$ cat src/rtl/can_acf_filter_sequencer_if.sv
// CAN acceptance-filter sequencer bus bundle.
// Frame input, filter table port, RX FIFO port and status.
interface can_acf_filter_sequencer_if #(
  parameter int IDX_W = 2
);
  logic             i_frame_ready;
  logic [28:0]      i_rx_id;
  logic             i_rx_ide;
  logic [IDX_W-1:0] o_flt_addr;
  logic [28:0]      i_flt_id;
  logic [28:0]      i_flt_mask;
  logic             i_flt_ide;
  logic             i_flt_en;
  logic             i_fifo_full;
  logic             o_fifo_wr;
  logic [29+IDX_W:0] o_fifo_data;
  logic             o_accept;
  logic             o_reject;
  logic             o_overrun;
  logic             o_busy;

  modport master (
    input  i_frame_ready,
    input  i_rx_id,
    input  i_rx_ide,
    output o_flt_addr,
    input  i_flt_id,
    input  i_flt_mask,
    input  i_flt_ide,
    input  i_flt_en,
    input  i_fifo_full,
    output o_fifo_wr,
    output o_fifo_data,
    output o_accept,
    output o_reject,
    output o_overrun,
    output o_busy
  );

  modport slave (
    output i_frame_ready,
    output i_rx_id,
    output i_rx_ide,
    input  o_flt_addr,
    output i_flt_id,
    output i_flt_mask,
    output i_flt_ide,
    output i_flt_en,
    output i_fifo_full,
    input  o_fifo_wr,
    input  o_fifo_data,
    input  o_accept,
    input  o_reject,
    input  o_overrun,
    input  o_busy
  );
endinterface

$ cat src/rtl/can_acf_filter_sequencer.sv
// CAN acceptance-filter sequencer: walks the filter table per frame.
// Optional overrun counter: define CAN_ACF_OVERRUN_CNT_EN.
module can_acf_filter_sequencer #(
  parameter int NUM_FILTERS = 4,
  parameter int IDX_W =
    (NUM_FILTERS > 1) ? $clog2(NUM_FILTERS) : 1
) (
  input  logic i_sys_clk,
  input  logic i_reset,
`ifdef CAN_ACF_OVERRUN_CNT_EN
  input  logic       i_cnt_clr,
  output logic [7:0] o_overrun_cnt,
`endif
  can_acf_filter_sequencer_if.master bus
);

  typedef enum logic [2:0] {
    S_IDLE,
    S_READ,
    S_CMP,
    S_WRITE,
    S_REJECT
  } state_t;

  localparam logic [IDX_W-1:0] LAST_ADDR =
    IDX_W'(NUM_FILTERS - 1);

  state_t           state;
  state_t           state_nxt;
  logic [28:0]      lat_id;
  logic             lat_ide;
  logic [IDX_W-1:0] addr;
  logic [IDX_W-1:0] hit_idx;
  logic             ovr_pend;

  logic [28:0] eff;
  logic        hit;
  logic        last;
  logic        fifo_wr;
  logic        accept;
  logic        reject;
  logic        ovr_full;
  logic        busy;
  logic        overrun;

  // Standard frames only compare the low 11 bits.
  assign eff  = lat_ide ? '1 : 29'h7FF;
  assign last = (addr == LAST_ADDR);
  assign hit  = bus.i_flt_en
             && (bus.i_flt_ide == lat_ide)
             && (((lat_id ^ bus.i_flt_id)
                  & bus.i_flt_mask & eff) == '0);

  // State register.
  always_ff @(posedge i_sys_clk or posedge i_reset) begin
    if (i_reset) state <= S_IDLE;
    else         state <= state_nxt;
  end

  // Next state and state-decoded strobes.
  always_comb begin
    state_nxt = state;
    fifo_wr   = 1'b0;
    accept    = 1'b0;
    reject    = 1'b0;
    ovr_full  = 1'b0;
    busy      = 1'b1;
    unique case (state)
      S_IDLE: begin
        busy = 1'b0;
        if (bus.i_frame_ready) state_nxt = S_READ;
      end
      S_READ: state_nxt = S_CMP;
      S_CMP: begin
        if (hit)       state_nxt = S_WRITE;
        else if (last) state_nxt = S_REJECT;
        else           state_nxt = S_READ;
      end
      S_WRITE: begin
        fifo_wr   = ~bus.i_fifo_full;
        accept    = ~bus.i_fifo_full;
        ovr_full  = bus.i_fifo_full;
        state_nxt = S_IDLE;
      end
      S_REJECT: begin
        reject    = 1'b1;
        state_nxt = S_IDLE;
      end
      default: state_nxt = S_IDLE;
    endcase
  end

  // Frame latch, scan address, hit index, busy-overrun flag.
  always_ff @(posedge i_sys_clk or posedge i_reset) begin
    if (i_reset) begin
      lat_id   <= '0;
      lat_ide  <= 1'b0;
      addr     <= '0;
      hit_idx  <= '0;
      ovr_pend <= 1'b0;
    end else begin
      ovr_pend <= bus.i_frame_ready
               && (state != S_IDLE);
      if (state == S_IDLE && bus.i_frame_ready) begin
        lat_id  <= bus.i_rx_id;
        lat_ide <= bus.i_rx_ide;
        addr    <= '0;
      end
      if (state == S_CMP) begin
        if (hit)        hit_idx <= addr;
        else if (!last) addr <= addr + IDX_W'(1);
      end
      if (state == S_WRITE || state == S_REJECT)
        addr <= '0;
    end
  end

  // Both overrun sources collapse into one pulse.
  assign overrun = ovr_pend | ovr_full;

  assign bus.o_flt_addr  = addr;
  assign bus.o_fifo_wr   = fifo_wr;
  assign bus.o_fifo_data = fifo_wr
    ? {hit_idx, lat_ide, lat_id} : '0;
  assign bus.o_accept    = accept;
  assign bus.o_reject    = reject;
  assign bus.o_overrun   = overrun;
  assign bus.o_busy      = busy;

`ifdef CAN_ACF_OVERRUN_CNT_EN
  logic [7:0] ovr_cnt;

  // Saturating overrun counter; clear beats increment.
  always_ff @(posedge i_sys_clk or posedge i_reset) begin
    if (i_reset)
      ovr_cnt <= '0;
    else if (i_cnt_clr)
      ovr_cnt <= '0;
    else if (overrun && ovr_cnt != 8'hFF)
      ovr_cnt <= ovr_cnt + 8'd1;
  end

  assign o_overrun_cnt = ovr_cnt;
`endif

endmodule

$ cat src/flat_wrapper.sv
// flat-port wrapper written by rule: the top's interface ports become plain ports
module can_acf_filter_sequencer_flat 
#(
  parameter int NUM_FILTERS = 4,
  parameter int IDX_W =
    (NUM_FILTERS > 1) ? $clog2(NUM_FILTERS) : 1
)
  (i_sys_clk, i_reset, bus_i_frame_ready, bus_i_rx_id, bus_i_rx_ide, bus_o_flt_addr, bus_i_flt_id, bus_i_flt_mask, bus_i_flt_ide, bus_i_flt_en, bus_i_fifo_full, bus_o_fifo_wr, bus_o_fifo_data, bus_o_accept, bus_o_reject, bus_o_overrun, bus_o_busy);
  can_acf_filter_sequencer_if #(.IDX_W(IDX_W)) bus_i ();
  input  logic i_sys_clk;
  input  logic i_reset;
  input wire logic [$bits(bus_i.i_frame_ready)-1:0] bus_i_frame_ready;
  input wire logic [$bits(bus_i.i_rx_id)-1:0] bus_i_rx_id;
  input wire logic [$bits(bus_i.i_rx_ide)-1:0] bus_i_rx_ide;
  output wire logic [$bits(bus_i.o_flt_addr)-1:0] bus_o_flt_addr;
  input wire logic [$bits(bus_i.i_flt_id)-1:0] bus_i_flt_id;
  input wire logic [$bits(bus_i.i_flt_mask)-1:0] bus_i_flt_mask;
  input wire logic [$bits(bus_i.i_flt_ide)-1:0] bus_i_flt_ide;
  input wire logic [$bits(bus_i.i_flt_en)-1:0] bus_i_flt_en;
  input wire logic [$bits(bus_i.i_fifo_full)-1:0] bus_i_fifo_full;
  output wire logic [$bits(bus_i.o_fifo_wr)-1:0] bus_o_fifo_wr;
  output wire logic [$bits(bus_i.o_fifo_data)-1:0] bus_o_fifo_data;
  output wire logic [$bits(bus_i.o_accept)-1:0] bus_o_accept;
  output wire logic [$bits(bus_i.o_reject)-1:0] bus_o_reject;
  output wire logic [$bits(bus_i.o_overrun)-1:0] bus_o_overrun;
  output wire logic [$bits(bus_i.o_busy)-1:0] bus_o_busy;
  assign bus_i.i_frame_ready = bus_i_frame_ready;
  assign bus_i.i_rx_id = bus_i_rx_id;
  assign bus_i.i_rx_ide = bus_i_rx_ide;
  assign bus_o_flt_addr = bus_i.o_flt_addr;
  assign bus_i.i_flt_id = bus_i_flt_id;
  assign bus_i.i_flt_mask = bus_i_flt_mask;
  assign bus_i.i_flt_ide = bus_i_flt_ide;
  assign bus_i.i_flt_en = bus_i_flt_en;
  assign bus_i.i_fifo_full = bus_i_fifo_full;
  assign bus_o_fifo_wr = bus_i.o_fifo_wr;
  assign bus_o_fifo_data = bus_i.o_fifo_data;
  assign bus_o_accept = bus_i.o_accept;
  assign bus_o_reject = bus_i.o_reject;
  assign bus_o_overrun = bus_i.o_overrun;
  assign bus_o_busy = bus_i.o_busy;
  can_acf_filter_sequencer #(.NUM_FILTERS(NUM_FILTERS), .IDX_W(IDX_W)) u_core (.i_sys_clk(i_sys_clk), .i_reset(i_reset), .bus(bus_i));
endmodule
$ cat config.mk
export PLATFORM = sky130hd
export DESIGN_NAME = can_acf_filter_sequencer_flat
export DESIGN_NICKNAME = d
export VERILOG_FILES = /design/src/rtl/can_acf_filter_sequencer_if.sv /design/src/rtl/can_acf_filter_sequencer.sv /design/src/flat_wrapper.sv
export SDC_FILE = /design/constraint.sdc
export NUM_CORES = 1
export LEC_CHECK = 0
export CORE_ASPECT_RATIO = 0.8
export CORE_MARGIN = 2
export CORE_UTILIZATION = 34
export CTS_CLUSTER_DIAMETER = 40
export DETAILED_ROUTE_END_ITERATION = 6
export HOLD_SLACK_MARGIN = 0.15
export PLACE_DENSITY = 0.74
export SLEW_MARGIN = 10
export SYNTH_ARGS = -nofsm -noshare
export SYNTH_HDL_FRONTEND = slang
export SYNTH_SLANG_ARGS = --single-unit
$ cat constraint.sdc
create_clock -name i_sys_clk -period 1.9 [get_ports i_sys_clk]
set_input_delay 0.285 -clock i_sys_clk [delete_from_list [all_inputs] [get_ports i_sys_clk]]
set_output_delay 0.285 -clock i_sys_clk [all_outputs]
set_load 0.05 [all_outputs]
; Word-level counts from Yosys, hierarchy flattened
; Index checks and enable logic that the tools add are counted.
; Widths: inputs -> output; s select.
[op_classes]
n_bitwise = 5
n_reduce_logical = 9
eq_ne = 7
n_mux = 15
addsub = 1
[op_table]
columns = op, n
row1 = $and 29x29->29, 2
row2 = $mux 32, 1
row3 = $logic_not 29->1, 1
row4 = $mux 29, 1
row5 = $xor 29x29->29, 1
row6 = $mux 2, 5
row7 = $mux 3, 3
row8 = $pmux 3 s3, 1
row9 = $eq 3x2->1 const B, 2
row10 = $logic_and 1x1->1, 4
row11 = $mux 1, 4
row12 = $eq 3x1->1 const B, 1
row13 = $eq 3x3->1 const B, 1
row14 = $logic_not 3->1, 1
row15 = $reduce_bool 3->1, 1
row16 = $add 2x1->2 const B, 1
row17 = $eq 2x2->1 const B, 1
row18 = $ne 2x2->1 const B, 1
row19 = $reduce_and 2->1, 1
row20 = $eq 1x1->1, 1
row21 = $logic_or 1x1->1, 1
row22 = $not 1->1, 1
row23 = $or 1x1->1, 1
[word_totals]
input_bits = 94
out_inout_bits = 39
register_bits = 38

; Longest topological paths before layout
; Gate-level depths: netlist of run 1.
[depth]
ltp_word = 8
ltp_mapped = 6

; Worst setup path after synthesis of run 1
; OpenSTA, ideal clock, no wires.
[synth_path]
path_kind = reg2reg
start = register u_core.state[1]
end = register u_core.addr[1], in the netlist u_core.bus.o_flt_addr[1]
setup_time_ns = 0.127
synth_period_minus_slack_ns = 2.441
arrival_ns = 2.313
path_buffers = 1
slack_ns = -0.541
path_stages_with_launch = 6
cell_sequence = dfrtp_1 > buf_2 > nor3b_1 > nor2_1 > and3_1 > mux2_1
[synth_via]
elab_chain_cells = 7
[synth_lines]
columns = item, line
row1 = start: declaration, can_acf_filter_sequencer.sv:28  ; state_t state;
row2 = start signal: assignment, can_acf_filter_sequencer.sv:57  ; else state <= state_nxt;
row3 = $logic_not 3->1, can_acf_filter_sequencer.sv:104  ; if (state == S_IDLE && bus.i_frame_ready) begin
row4 = $logic_and 1x1->1, can_acf_filter_sequencer.sv:104
row5 = $mux 2, can_acf_filter_sequencer.sv:104
row6 = $mux 2, can_acf_filter_sequencer.sv:111  ; else if (!last) addr <= addr + IDX_W'(1);
row7 = $mux 2, can_acf_filter_sequencer.sv:110  ; if (hit) hit_idx <= addr;
row8 = $mux 2, can_acf_filter_sequencer.sv:109  ; if (state == S_CMP) begin
row9 = $mux 2 *, can_acf_filter_sequencer.sv:113  ; if (state == S_WRITE || state == S_REJECT)
row10 = end signal: assignment, can_acf_filter_sequencer.sv:111
row11 = end: declaration, can_acf_filter_sequencer.sv:32  ; logic [IDX_W-1:0] addr;
; Every way passes the cells marked *; elsewhere a longest branch is shown, timed or not.
; A chain may end at the register's enable or synchronous reset.

; Worst setup path after layout of run 1
[layout_path]
start = input port bus_i_flt_id[11]
end = register u_core.hit_idx[0]
[layout_via]
elab_chain_cells = 6
[layout_lines]
columns = item, line
row1 = start: declaration, flat_wrapper.sv:16  ; input wire logic [$bits(bus_i.i_flt_id)-1:0] bus_i_flt_id;
row2 = $xor 29x29->29, can_acf_filter_sequencer.sv:51  ; && (((lat_id ^ bus.i_flt_id)
row3 = $and 29x29->29 (2 in a row), can_acf_filter_sequencer.sv:52  ; & bus.i_flt_mask & eff) == '0);
row4 = $logic_not 29->1, can_acf_filter_sequencer.sv:51
row5 = $logic_and 1x1->1, can_acf_filter_sequencer.sv:51
row6 = $reduce_and 2->1 (no line), -
row7 = end signal: assignment, can_acf_filter_sequencer.sv:110
row8 = end: declaration, can_acf_filter_sequencer.sv:33  ; logic [IDX_W-1:0] hit_idx;
; Every way passes these cells.

==> results of run 1 <==
state kept, by name, indices dropped and copies added, names as in the netlist:
signal and count:
u_core.hit_idx 2, u_core.ovr_pend 1, u_core.lat_ide 1, u_core.lat_id 29, u_core.state 3, u_core.bus.o_flt_addr 2
worst max-delay path: stages:
cell and delay [ps]:
clkdlybuf4s50_1 410, xor2_1 170, a22oi_2 220, nand3_2 140
o41ai_4 420, nand4_1 240, mux2_4 350
through the flow:
stage | cells | total power, W | hold WS, ps
CTS | 480 | 0.004483 | 308.3
detailed placement | 470 | 0.003849 | 495.5
global route | 487 | 0.004896 | 332.4
global placement | 470 | 0.003760 | 472.8
finish | 487 | 0.004605 | 298.6
floorplan | 255 | 0.002810 | 390.4
cell families (layout without fill, tap and decap cells):
family | after synthesis | in the layout | synth area share (%)
fa+ha+maj | 1 | 1 | 0.5773
xor+xnor | 30 | 30 | 12.12
simple gates | 149 | 149 | 31.35
flops | 38 | 38 | 43.88
buf+inv | 13 | 164 | 2.483
mux | 4 | 4 | 2.021
compound gates | 20 | 20 | 7.564
path summary, 6_finish.rpt:
| kind | from | endpoint | slack [ps] |
|---|---|---|---|
| min in group i_sys_clk | u_core.hit_idx[0] | u_core.hit_idx[0] | 510 |
| worst min register to register | u_core.hit_idx[0] | u_core.hit_idx[0] | 510 |
| worst min-delay path | i_reset | u_core.lat_id[0] | 300 |
| worst max register to register | u_core.lat_id[11] | u_core.hit_idx[0] | -150 |
| max in group asynchronous | i_reset | u_core.state[1] | 1110 |
| worst max-delay path | bus_i_flt_id[11] | u_core.hit_idx[0] | -160 |
layer usage:
layer  vias to the layer above  part of all wire [%]  routed length (um)  GRT usage [%]
li1                       1120                     -                   -              -
met1                      1059                    42                3046          24.27
met5                         -                     0                   0              0
met2                        77                    51                3731          37.25
met3                         5                   6.9                 507          6.133
met4                         0                  0.56                  41          4.902
final cells by class:
class                           count  area (um2)  share of cell area [%]
Multi-Input combinational cell    204        1226                   28.89
Timing Repair Buffer              154        1864                   43.93
Tap cell                           81       101.3                   2.388
Inverter                            2       7.507                  0.1769
Sequential cell                    38       953.4                   22.46
Clock inverter                      1       5.005                  0.1179
Clock buffer                        7       86.33                   2.034
power by group:
group | internal, W | switching [W]
combinational | 0.00119 | 0.00133
clock | 0.000293 | 0.000294
sequential | 0.00117 | 0.000324
total | 0.00266 | 0.00195
placed cells by master, fill, tap and decap left out, types with 2 or more instances in the layout:
master and count:
dfrtp_1 36, buf_12 37, nand2_1 99, a22oi_1 12
mux2_4 3, buf_4 21, a22oi_2 2, dfrtp_2 2
and2_1 23, nand4_1 2, clkdlybuf4s50_1 93, clkbuf_8 6
xor2_1 29, and2_2 9, nor2_1 3, buf_6 2
repair_timing:
item                                    4_1_cts  5_1_grt
gates resized for setup                       4       14
setup buffers                                 2        6
endpoints found under the setup margin       35       39
cloned                                        0        2
pin swaps                                     2        9
==> run_results.csv, run 1 <==
group,metric,value,unit
run_status,status,"finished, violations left",
run_status,violations,"negative setup slack",
clocking,clock-sinks,38,
grt,grt_max_degree,24,
final_layout,areaGrowthSynthToFinish,95.84,%
final_layout,num_antenna_cells,0,
grt,gr-total-overflow,0,
clocking,cts_buffers,5,
clocking,h-tree-depth,2,
synth,ys.flop_type,"dfrtp_1",
final_layout,fin_nets,500,
floorplanning,pin_count,133,
clocking,clkTransAtPathRegs,80,ps
detailed_routing,viasPerCell,4.643,
synth,yosysSeqAreaShare,43.88,%
worst_setup_path,crit_type,"in2reg",
floorplanning,dieWidth,93.26,um
clocking,clk_latency,290,ps
floorplanning,core-area,6037,um2
synth,synth_area_leaders,"dfrtp_1, nand2_1, xor2_1, and2_1, a22oi_1",
floorplanning,die_area,7032,um2
final_layout,final_core_util,70.30,%
synth,ys_warn_count,0,
worst_setup_path,crit_fanout,3,
synth,ys_async_sr_fraction,100.0,%
floorplanning,die_h,75.41,um
clocking,clk_path_buf_depth,2,
sta,slew_violations,0,
synth,yosys.area.top_type,"dfrtp_1",
floorplanning,start_util,35.90,%
sta,fin_crit,2060,ps
grt,antenna_found_initial,0,
sta,finalSetupViolations,29,
synth,yosys-top-cells-count,"nand2_1, dfrtp_1, and2_1",
synth,avgSynthCellArea,8.498,um2
power_and_ir_drop,vdd_drop_max,0.5428,mV
detailed_routing,num_vias,2261,
synth,synth_most_common_cell,"nand2_1",
detailed_routing,drc,0,
sta,maxSlewHeadroom,57.94,%
worst_hold_path,hp-class,"in2async",
detailed_routing,drtIter0Drc,70,
clocking,root_buffer,"clkbuf_8",
placement,place_area,4030,um2
sta,rsz0062_at_grt,"true",
clocking,cts_tree,"yes",
worst_setup_path,cp_data_arrival_time,2230,ps
detailed_routing,drt-total-wl,7327,um
floorplanning,row_count,25,
worst_setup_path,worstRegToRegCells,6,
sta,worst_pin_slew,627.1,ps
synth,yosysTopAreaCellShare,43.88,%
placement,io_buffers,132,
final_layout,nFillCells,470,
sta,hold_viol_final,0,
job,maxCapViolations,0,
clocking,ctsHoldBuffers,0,
synth,synth_area,2167,um2
grt,grt_pass1_wl,10920,um
placement,place_congestion,0.7839,
final_layout,postLayoutCellArea,4244,um2
detailed_routing,ant_nets,0,
worst_setup_path,critPathLaunchType,"input port",
sta,setup_ws,-159.8,ps
power_and_ir_drop,p_leak,1.986,nW
detailed_routing,wire_per_inst,15.05,um
sta,fin_crit_sh,108.4,%
synth,synth_cell_types,30,
synth,synth_nets,350,
sta,max_freq,485.5,MHz
placement,pre_cts_slack,-384.1,ps
worst_setup_path,crit_required,2080,ps
detailed_routing,drt_first_pass_iters,4,
synth,ys_seq_elements,38,
final_layout,layout-drive-gt1-share,22.41,%
power_and_ir_drop,p_per_area,1085,nW/um2
sta,clock_skew,5.766,ps
worst_setup_path,end_kind,"flip-flop",
grt,grt_pass1_vias,2277,
sta,fin_setup_tns,-1205,ps
synth,synthCells,255,
grt,track_usage,20.50,%
synth,synth-edff-count,0,
placement,post-dp-hpwl,5599,um
Power figures use the tool's default switching activity.
==> run 2, diff against run 1 <==
Settings changed: REMOVE_ABC_BUFFERS set to 1.
==> run_results.csv, run 2 (synthesized netlist as in run 1, its figures left out) <==
group,metric,value,unit
run_status,status,"finished, violations left",
run_status,violations,"negative setup slack",
clocking,h-tree-depth,2,
worst_setup_path,crit_type,"reg2reg",
clocking,cts_buffers,5,
placement,io_buffers,132,
worst_setup_path,slowest_delay,410,ps
floorplanning,dieWidth,93.26,um
placement,post-dp-hpwl,5510,um
sta,maxSlewHeadroom,57.96,%
sta,slew_violations,0,
placement,pre_cts_slack,-397.3,ps
detailed_routing,drc,0,
grt,grt_max_degree,27,
worst_setup_path,startpoint,"u_core.lat_id[8]",
worst_setup_path,cpMaxStageDelayCell,"dfrtp_1",
sta,fin_setup_tns,-120.5,ps
power_and_ir_drop,finalPower,0.004842,W
sta,clock_skew,8.913,ps
sta,fin_crit,1960,ps
sta,rsz0062_at_grt,"true",
detailed_routing,ant_nets,0,
floorplanning,row_count,25,
final_layout,num_antenna_cells,0,
final_layout,layout-drive-gt1-share,18.36,%
sta,hold_slack,300.1,ps
clocking,root_buffer,"clkbuf_8",
final_layout,final_cell_mix,"nand2_1, clkdlybuf4s50_1, dfrtp_1",
clocking,clk_path_buf_depth,2,
clocking,clock-sinks,38,
power_and_ir_drop,p_leak,1.988,nW
sta,worst_pin_slew,626.7,ps
sta,setup_ws,-59.89,ps
worst_setup_path,crit_fanout,3,
power_and_ir_drop,p_per_area,1137,nW/um2
floorplanning,die_area,7032,um2
final_layout,seqCellArea,950.9,um2
worst_setup_path,cp_top_family,"simple AND/OR/NAND/NOR gates",
final_layout,largest_register_ffs,29,
final_layout,mostFrequentLayoutCell,"nand2_1",
worst_setup_path,crit_required,2070,ps
final_layout,top_regs,"u_core.lat_id: 29 flops, u_core.state: 3 flops",
sta,hold_viol_final,0,
detailed_routing,wire_per_inst,14.18,um
detailed_routing,drtIter0Drc,84,
detailed_routing,num_vias,2273,
final_layout,areaGrowthSynthToFinish,96.42,%
sta,fin_crit_sh,103.2,%
worst_setup_path,cp_cell_sequence,"xor2_1 -> a22oi_1 -> nand4_1 -> nor3_4 -> nand4_1 -> mux2_1",
worst_setup_path,cp_num_buf_inv,0,
floorplanning,start_util,35.90,%
floorplanning,core-area,6037,um2
sta,max_freq,510.2,MHz
grt,grt_pass1_vias,2246,
grt,antenna_found_initial,0,
worst_setup_path,critPathLaunchType,"flip-flop",
placement,place_congestion,0.8930,
final_layout,final_core_util,70.51,%
detailed_routing,viasPerCell,4.696,
clocking,clk_latency,290,ps
final_layout,fin_nets,497,
floorplanning,pin_count,133,
final_layout,largest-register,"u_core.lat_id",
clocking,cts_tree,"yes",
detailed_routing,drt-total-wl,6863,um
worst_setup_path,path_common_cell,"nand4_1",
clocking,ctsHoldBuffers,0,
grt,gr-total-overflow,0,
sta,finalSetupViolations,3,
detailed_routing,drt_first_pass_iters,4,
grt,grt_pass1_wl,10780,um
power_and_ir_drop,vdd_drop_max,0.5725,mV
floorplanning,die_h,75.41,um
worst_setup_path,end_kind,"flip-flop",
grt,track_usage,19.78,%
clocking,clkTransAtPathRegs,80,ps
worst_setup_path,r2r_start,"u_core.lat_id[8]",
final_layout,multi_input_area,1226,um2
worst_setup_path,cp_data_arrival_time,2130,ps
final_layout,nFillCells,448,
worst_hold_path,hp-class,"in2async",
job,maxCapViolations,0,
[run 2: changes by cell type in the layout (fill, tap and decap cells not counted), moves of 2 or more]
cell             delta
dlygate4sd2_1       +4
clkdlybuf4s50_1     -2
dfrtp_1             +2
bufinv_16           +2
buf_4               -4
and2_2              -9
and2_1             +10
dfrtp_2             -2
[run 2: worst paths after layout]
check	end	slack, ps	cells after the start
hold / removal	u_core.lat_id[23]	300	2
min in group i_sys_clk	u_core.lat_id[1]	520	2
hold reg to reg	u_core.lat_id[1]	520	2
setup reg to reg	u_core.hit_idx[1]	-60	6
max in group asynchronous	u_core.lat_id[2]	1030	3
setup / recovery	u_core.hit_idx[1]	-60	6
[run 2: per-stage QoR]
step	cell area (um2)	instances
floorplan	2121	244
global placement	4019	472
detailed placement	4019	472
CTS	4219	484
global route	4257	484
finish	4257	484
[run 2: per-layer routing]
metal	GRT usage [%]	wire length, um	vias up
met5	0	0	-
met2	34.45	3296	113
met4	4.902	90	0
li1	-	-	1109
met3	6.726	714	13
met1	24.03	2762	1038
[run 2: repair_timing]
| action | CTS | global route |
|---|---|---|
| endpoints found under the setup margin | 6 | 39 |
| gates resized for setup | 11 | 6 |
| setup buffers | 4 | 0 |
| pin swaps | 2 | 6 |
[run 2: area by class of cell]
| cell class | count | share of cell area, % |
|---|---|---|
| multi-input cells | 204 | 28.81 |
| well taps | 81 | 2.381 |
| clock inverters | 2 | 1.411 |
| flip-flops and latches | 38 | 22.34 |
| inverters | 2 | 0.1764 |
| clock buffers | 6 | 1.940 |
| repair buffers | 151 | 42.95 |
[run 2: power breakdown]
part           total, W  switching (W)  internal [W]
Combinational   0.00249        0.00132       0.00117
Sequential      0.00149       0.000325       0.00117
Clock          0.000857       0.000297      0.000560
Total           0.00484        0.00194       0.00290
